===== config.mk =====
export PLATFORM = sky130hd
export DESIGN_NAME = mem_port_arbiter
export DESIGN_NICKNAME = d
export VERILOG_FILES = /design/src/rtl/mem_port_arbiter.sv
export SDC_FILE = /design/constraint.sdc
export NUM_CORES = 1
export LEC_CHECK = 0
export CAP_MARGIN = 30
export CORE_MARGIN = 8
export CORE_UTILIZATION = 39
export DETAILED_ROUTE_END_ITERATION = 6
export PLACE_DENSITY_LB_ADDON = 0.25
export SYNTH_ARGS = -nofsm -noshare
export SYNTH_HDL_FRONTEND = slang
export SYNTH_SLANG_ARGS = --single-unit

===== constraint.sdc =====
create_clock -name clock -period 4.2 [get_ports clock]
set_input_delay 0.84 -clock clock [delete_from_list [all_inputs] [get_ports clock]]
set_output_delay 0.84 -clock clock [all_outputs]
set_load 0.01 [all_outputs]

===== src/rtl/mem_port_arbiter.sv =====
// Shares one memory port between fetch and LSU with one transaction in flight.
// LSU has priority, fetch gets a starvation override, and a timer ends hung responses.
module mem_port_arbiter #(
    parameter int ADDR_WIDTH   = 32,
    parameter int DATA_WIDTH   = 32,
    parameter int STARVE_LIMIT = 4,
    parameter int TIMEOUT      = 16
) (
    input  logic                  clock,
    input  logic                  reset,
    input  logic                  if_req_ip,
    input  logic [ADDR_WIDTH-1:0] if_addr_ip,
    output logic                  if_gnt_op,
    output logic                  if_rvalid_op,
    output logic [DATA_WIDTH-1:0] if_rdata_op,
    output logic                  if_err_op,
    input  logic                  lsu_req_ip,
    input  logic                  lsu_we_ip,
    input  logic [3:0]            lsu_be_ip,
    input  logic [ADDR_WIDTH-1:0] lsu_addr_ip,
    input  logic [DATA_WIDTH-1:0] lsu_wdata_ip,
    output logic                  lsu_gnt_op,
    output logic                  lsu_rvalid_op,
    output logic [DATA_WIDTH-1:0] lsu_rdata_op,
    output logic                  lsu_err_op,
    output logic                  mem_req_op,
    output logic [ADDR_WIDTH-1:0] mem_addr_op,
    output logic                  mem_we_op,
    output logic [3:0]            mem_be_op,
    output logic [DATA_WIDTH-1:0] mem_wdata_op,
    input  logic                  mem_gnt_ip,
    input  logic                  mem_rvalid_ip,
    input  logic [DATA_WIDTH-1:0] mem_rdata_ip,
    output logic                  busy_op
);
    localparam int SC_W = $clog2(STARVE_LIMIT + 1);
    localparam int TM_W = $clog2(TIMEOUT);

    typedef enum logic [1:0] {IDLE, REQ, WAIT} state_t;
    typedef enum logic [1:0] {OWN_NONE, OWN_IF, OWN_LSU} owner_t;

    state_t                state, state_next;
    owner_t                owner, owner_next;
    logic [SC_W-1:0]       starve_cnt, starve_next;
    logic [TM_W-1:0]       timer, timer_next;
    logic [ADDR_WIDTH-1:0] hold_addr;
    logic                  hold_we;
    logic [3:0]            hold_be;
    logic [DATA_WIDTH-1:0] hold_wdata;

    logic fetch_win, lsu_win, timed_out, rsp_ok, rsp_done;

    always_ff @(posedge clock or posedge reset) begin
        if (reset) begin
            state      <= IDLE;
            owner      <= OWN_NONE;
            starve_cnt <= '0;
            timer      <= '0;
        end else begin
            state      <= state_next;
            owner      <= owner_next;
            starve_cnt <= starve_next;
            timer      <= timer_next;
        end
    end

    // Fetch requests carry no store data, so they are latched as full-word reads.
    always_ff @(posedge clock or posedge reset) begin
        if (reset) begin
            hold_addr  <= '0;
            hold_we    <= 1'b0;
            hold_be    <= 4'h0;
            hold_wdata <= '0;
        end else if (fetch_win) begin
            hold_addr  <= if_addr_ip;
            hold_we    <= 1'b0;
            hold_be    <= 4'hF;
            hold_wdata <= '0;
        end else if (lsu_win) begin
            hold_addr  <= lsu_addr_ip;
            hold_we    <= lsu_we_ip;
            hold_be    <= lsu_be_ip;
            hold_wdata <= lsu_wdata_ip;
        end
    end

    always_comb begin
        state_next  = state;
        owner_next  = owner;
        starve_next = starve_cnt;
        timer_next  = timer;
        fetch_win   = 1'b0;
        lsu_win     = 1'b0;

        if (state == IDLE) begin
            fetch_win = if_req_ip && (!lsu_req_ip || (starve_cnt >= SC_W'(STARVE_LIMIT)));
            lsu_win   = lsu_req_ip && !fetch_win;
        end
        timed_out = (state != IDLE) && (timer == TM_W'(TIMEOUT - 1));
        rsp_ok    = (state == WAIT) && mem_rvalid_ip;
        rsp_done  = rsp_ok || timed_out;

        case (state)
            IDLE: begin
                if (fetch_win) begin
                    state_next  = REQ;
                    owner_next  = OWN_IF;
                    starve_next = '0;
                    timer_next  = '0;
                end else if (lsu_win) begin
                    state_next = REQ;
                    owner_next = OWN_LSU;
                    timer_next = '0;
                    if (if_req_ip && (starve_cnt < SC_W'(STARVE_LIMIT)))
                        starve_next = starve_cnt + 1'b1;
                end
            end
            REQ: begin
                timer_next = timer + 1'b1;
                if (timed_out) begin
                    state_next = IDLE;
                    owner_next = OWN_NONE;
                    timer_next = '0;
                end else if (mem_gnt_ip) begin
                    state_next = WAIT;
                end
            end
            WAIT: begin
                timer_next = timer + 1'b1;
                if (rsp_done) begin
                    state_next = IDLE;
                    owner_next = OWN_NONE;
                    timer_next = '0;
                end
            end
            default: begin
                state_next = IDLE;
                owner_next = OWN_NONE;
            end
        endcase

        if_gnt_op  = fetch_win;
        lsu_gnt_op = lsu_win;

        // A timeout in REQ withdraws the request so memory cannot grant a dead transaction.
        mem_req_op   = (state == REQ) && !timed_out;
        mem_addr_op  = mem_req_op ? hold_addr  : '0;
        mem_we_op    = mem_req_op ? hold_we    : 1'b0;
        mem_be_op    = mem_req_op ? hold_be    : 4'h0;
        mem_wdata_op = mem_req_op ? hold_wdata : '0;

        if_rvalid_op  = rsp_done && (owner == OWN_IF);
        lsu_rvalid_op = rsp_done && (owner == OWN_LSU);
        if_rdata_op   = (rsp_ok && (owner == OWN_IF))  ? mem_rdata_ip : '0;
        lsu_rdata_op  = (rsp_ok && (owner == OWN_LSU)) ? mem_rdata_ip : '0;
        if_err_op     = if_rvalid_op && !rsp_ok;
        lsu_err_op    = lsu_rvalid_op && !rsp_ok;

        busy_op = (state != IDLE);
    end
endmodule


# Word level (Yosys, flattened, before mapping)
# Index checks and enable logic that the tools add are counted.
# word_totals
out_inout_bits,141
wordCells,82
ff_bits,80
# classes
order_cmp,2
n_mux,34
eq_ne,9
reduce_logical,27
n_addsub,2
# ops
operator,n
$mux 32,8
$mux 4,7
$mux 2,8
$logic_and 1x1->1,12
$pmux 2 s3,2
$pmux 4 s3,1
$mux 3,3
$reduce_and 3->1,3
$ne 3x3->1 const B,2
$reduce_bool 2->1,3
$mux 1,5
$add 4x1->4 const B,1
$eq 2x1->1 const B,2
$eq 2x2->1 const B,2
$eq 4x4->1 const B,1
$logic_not 1->1,4
$ne 2x2->1 const B,2
$add 3x1->3 const B,1
$ge 3x3->1 const B,1
$lt 3x3->1 const B,1
$reduce_bool 3->1,1
$logic_not 2->1,1
$logic_or 1x1->1,2
$reduce_and 2->1,1

# Longest topological paths before layout
# depth
depth_word,9
depth_mapped,7
mapped_depth_nobuf,6

# Worst setup path after synthesis
# Ideal clock, no wire load.
# synth_path
path_type,reg-to-output
startpoint,register state[0]
endpoint,output port mem_addr_op[10]
path_stages_with_launch,7
arrival_time_ns,1.548
t_required_ns,3.360
setup_slack_ns,1.812
n_path_buf,2
path_cell_list,dfrtp_1 inv_1 ha_1 nand4b_1 buf_2 clkbuf_1 and3_1
# synth_via
elab_chain_len,5
word_cells_on_any_way,6
cone_classes,1 x eq/ne; 1 x mux; 4 x reduce/logical
# synth_lines
item,line,source
from (decl),42,"state_t state, state_next;"
from (signal assigned),60,state <= state_next;
$reduce_bool 2->1,99,timed_out = (state != IDLE) && (timer == TM_W'(TIMEOUT - 1));
$logic_and 1x1->1,99,
$logic_not 1->1,146,mem_req_op = (state == REQ) && !timed_out;
$logic_and 1x1->1 (*),146,
$mux 32 (*),147,mem_addr_op = mem_req_op ? hold_addr : '0;
to (decl),27,"output logic [ADDR_WIDTH-1:0] mem_addr_op,"
# Mark *: on every way between the ends. The rest lies on a longest branch, timed or not.

# Worst setup path in the final report
# layout_path
startpoint,input port mem_rvalid_ip
endpoint,output port if_rdata_op[24]
# layout_via
elab_chain_len,3
# layout_lines
item,line,source
from (decl),32,"input logic mem_rvalid_ip,"
$logic_and 1x1->1,100,rsp_ok = (state == WAIT) && mem_rvalid_ip;
$logic_and 1x1->1,154,if_rdata_op = (rsp_ok && (owner == OWN_IF)) ? mem_rdata_ip : '0;
$mux 32,154,
to (decl),15,"output logic [DATA_WIDTH-1:0] if_rdata_op,"
# Every way passes these cells.

==> results.toml <==
[status]
status = "finished, final reports clean"

[final_layout]
final_area_mm2 = 0.00747
n_antenna_cell = 0
nNetsFinal = 926
syn2layout_area_growth_pct = 71.2
finalNonFillerCells = 926
drive_above_1_share = 0.0471

[clock_network]
worst_skew_pair.late_latency_ns = 0.36
clock_path_buffers = 2
cts_buffers = 9
numClockSinks = 80
cts_resized = 0
htreeDepth = 3
cts_hold_buf = 0
cts_tree = "done"
cts_setup_buffers = 0
cts_root_buf = "clkbuf_8"
clkTransAtPathRegs_ns = 0.08

[synth]
synth_top_flop_cell = "dfrtp_1"
ys_top_cells_by_count = "dfrtp_1, nand2_1, nor2_1"
synth_top_area_share = 0.459
synth_top_area_cell = "dfrtp_1"
yosysMostFrequentCell = "dfrtp_1"
synth_nets = 668
syn_inst = 523
syn_avg_cell_area_um2 = 8.34
synth_cell_types = 35
ys_seq_elements = 80
synthTopCellsByArea = "dfrtp_1, and3_1, and2_1, nand2_1, nor2_1"
synth_area_mm2 = 0.00436
async_reset_ff_frac = 1.00
yosysWarnings = 0
seq_area_frac_synth = 0.459
synth-edff-count = 0

[global_route]
grt_overflow_total = 0
grt_usage = 0.219
grt_pass1_vias = 4812
grt_max_degree = 79
antenna_found_initial = 0
grt_pass1_wl_mm = 25.7

[drt]
first_iter_violations = 243
firstDrtPassIters = 5
num_vias = 4767
wl_per_cell_um = 18.2
drt_wl_total_mm = 16.8
remaining_drc_errors = 0
via_per_inst = 5.15
ant_nets = 0

[placement]
port_buffers = 279
place_congestion = 0.856
pre_cts_slack_ns = 0.764
placed_area_mm2 = 0.00727
post-place-cells = 910
hpwl_mm = 12.9

[die]
initial_utilization = 0.401
die_h_um = 122
core_region_area_mm2 = 0.0109
rows = 38
io_pins = 280
die_width_um = 122
die-area_mm2 = 0.0148

[worst_setup_path]
crit_type = "in -> out"
rr_startpoint = "state[0]"
cp.required_ns = 3.36
cp-start-kind = "primary input"
worst_r2r_path_depth = 7
path_max_fanout = 32
endpoint_kind = "output pin"
r2r_end = "timer[3]"
cp_data_arrival_time_ns = 2.59
rrSetupSlack_ns = 2.16

[sta]
hold_viol = 0
fin_ws_ns = 0.775
finalCriticalPeriod_ns = 3.43
min_period_over_period = 0.816
tns_ns = 0
slew_violations = 0
worst_pin_slew_ns = 0.690
max_slew_margin = 0.540
grt_setup_unrepaired = "false"
max_freq_mhz = 292
finalSetupViolCount = 0
finClkSkew_ns = 0.00773

[pwr]
peakVddDrop_uv = 360
cellLeakagePower_nw = 3.28
power_mw = 4.01
powerDensity_mw_per_mm2 = 538

[worst_hold_path]
hold_end = "hold_be[2]"
holdCritPathClass = "reg -> reg"
min_from = "hold_be[2]"
min_path_cells = 2

[job]
maxCapViolCount = 0
sequential cells by signal, summed over array words and instances (netlist names):
signal      cells
hold_wdata     32
timer           4
owner           2
hold_be         4
hold_addr      32
starve_cnt      3
state           2
hold_we         1
worst max path at each step:
stage               slack (ns)  depth (start not counted)          start          endpoint
finish                    0.77                          6  mem_rvalid_ip   if_rdata_op[24]
global route              0.64                          7       state[0]         if_err_op
CTS                       0.76                          6  mem_rvalid_ip   if_rdata_op[24]
detailed placement        0.76                          6  mem_rvalid_ip   if_rdata_op[24]
global placement          0.86                          6  mem_rvalid_ip  lsu_rdata_op[14]
floorplan                 1.31                          1          reset      hold_addr[0]
metal layers:
layer / share of wire / GRT usage / up-vias
met1: 0.36 / 0.227 / 2242
met4: 0.027 / 0.0956 / 0
met3: 0.11 / 0.0824 / 25
li1: - / - / 2274
met5: 0 / 0 / -
met2: 0.50 / 0.387 / 226
area by class of cell:
cell class                      instances  area, um2
Clock buffer                           13        159
Tap cell                              140        175
Inverter                                8       31.3
Sequential cell                        80       2000
Fill cell                             889       3420
Clock inverter                          3       40.0
Multi-Input combinational cell        392       2160
Timing Repair Buffer                  290       2900
kinds of logic after synthesis:
kind of cell / Yosys count / synth area share
adder cells (fa/ha/maj): 6 / 0.0172
AO/OA/AOI/OAI: 82 / 0.117
multiplexers: 3 / 0.00746
AND/OR/NAND/NOR: 301 / 0.351
flip-flops: 80 / 0.459
buffers and inverters: 51 / 0.0485
stage by stage:
stage	util	hold WS, ns
global route	0.686	0.514
global placement	0.666	0.467
floorplan	-	0.456
detailed placement	0.667	0.474
CTS	0.686	0.492
finish	0.686	0.487
worst max-delay path: stages:
cell and delay (ns):
clkdlybuf4s50_1 0.48, nand2_1 0.12, nor2_1 0.13, buf_4 0.26, and2_1 0.18, clkdlybuf4s50_1 0.57
cells in the final DEF (no fill, tap or decap), types with 6 or more instances in the layout:
cell type and count:
a21oi_1 32, a22o_1 6, and2_1 65, and3_1 69, buf_4 9, clkbuf_8 11, clkdlybuf4s50_1 279, dfrtp_1 80
inv_1 7, nand2_1 75, nor2_1 71, o22ai_1 32
where the power goes:
part / total, mW / internal, mW / switching, mW
logic: 2.15 / 1.09 / 1.06
registers: 1.29 / 1.12 / 0.171
clock network: 0.581 / 0.306 / 0.275
total: 4.01 / 2.51 / 1.51
(Power assumes the default switching activity.)
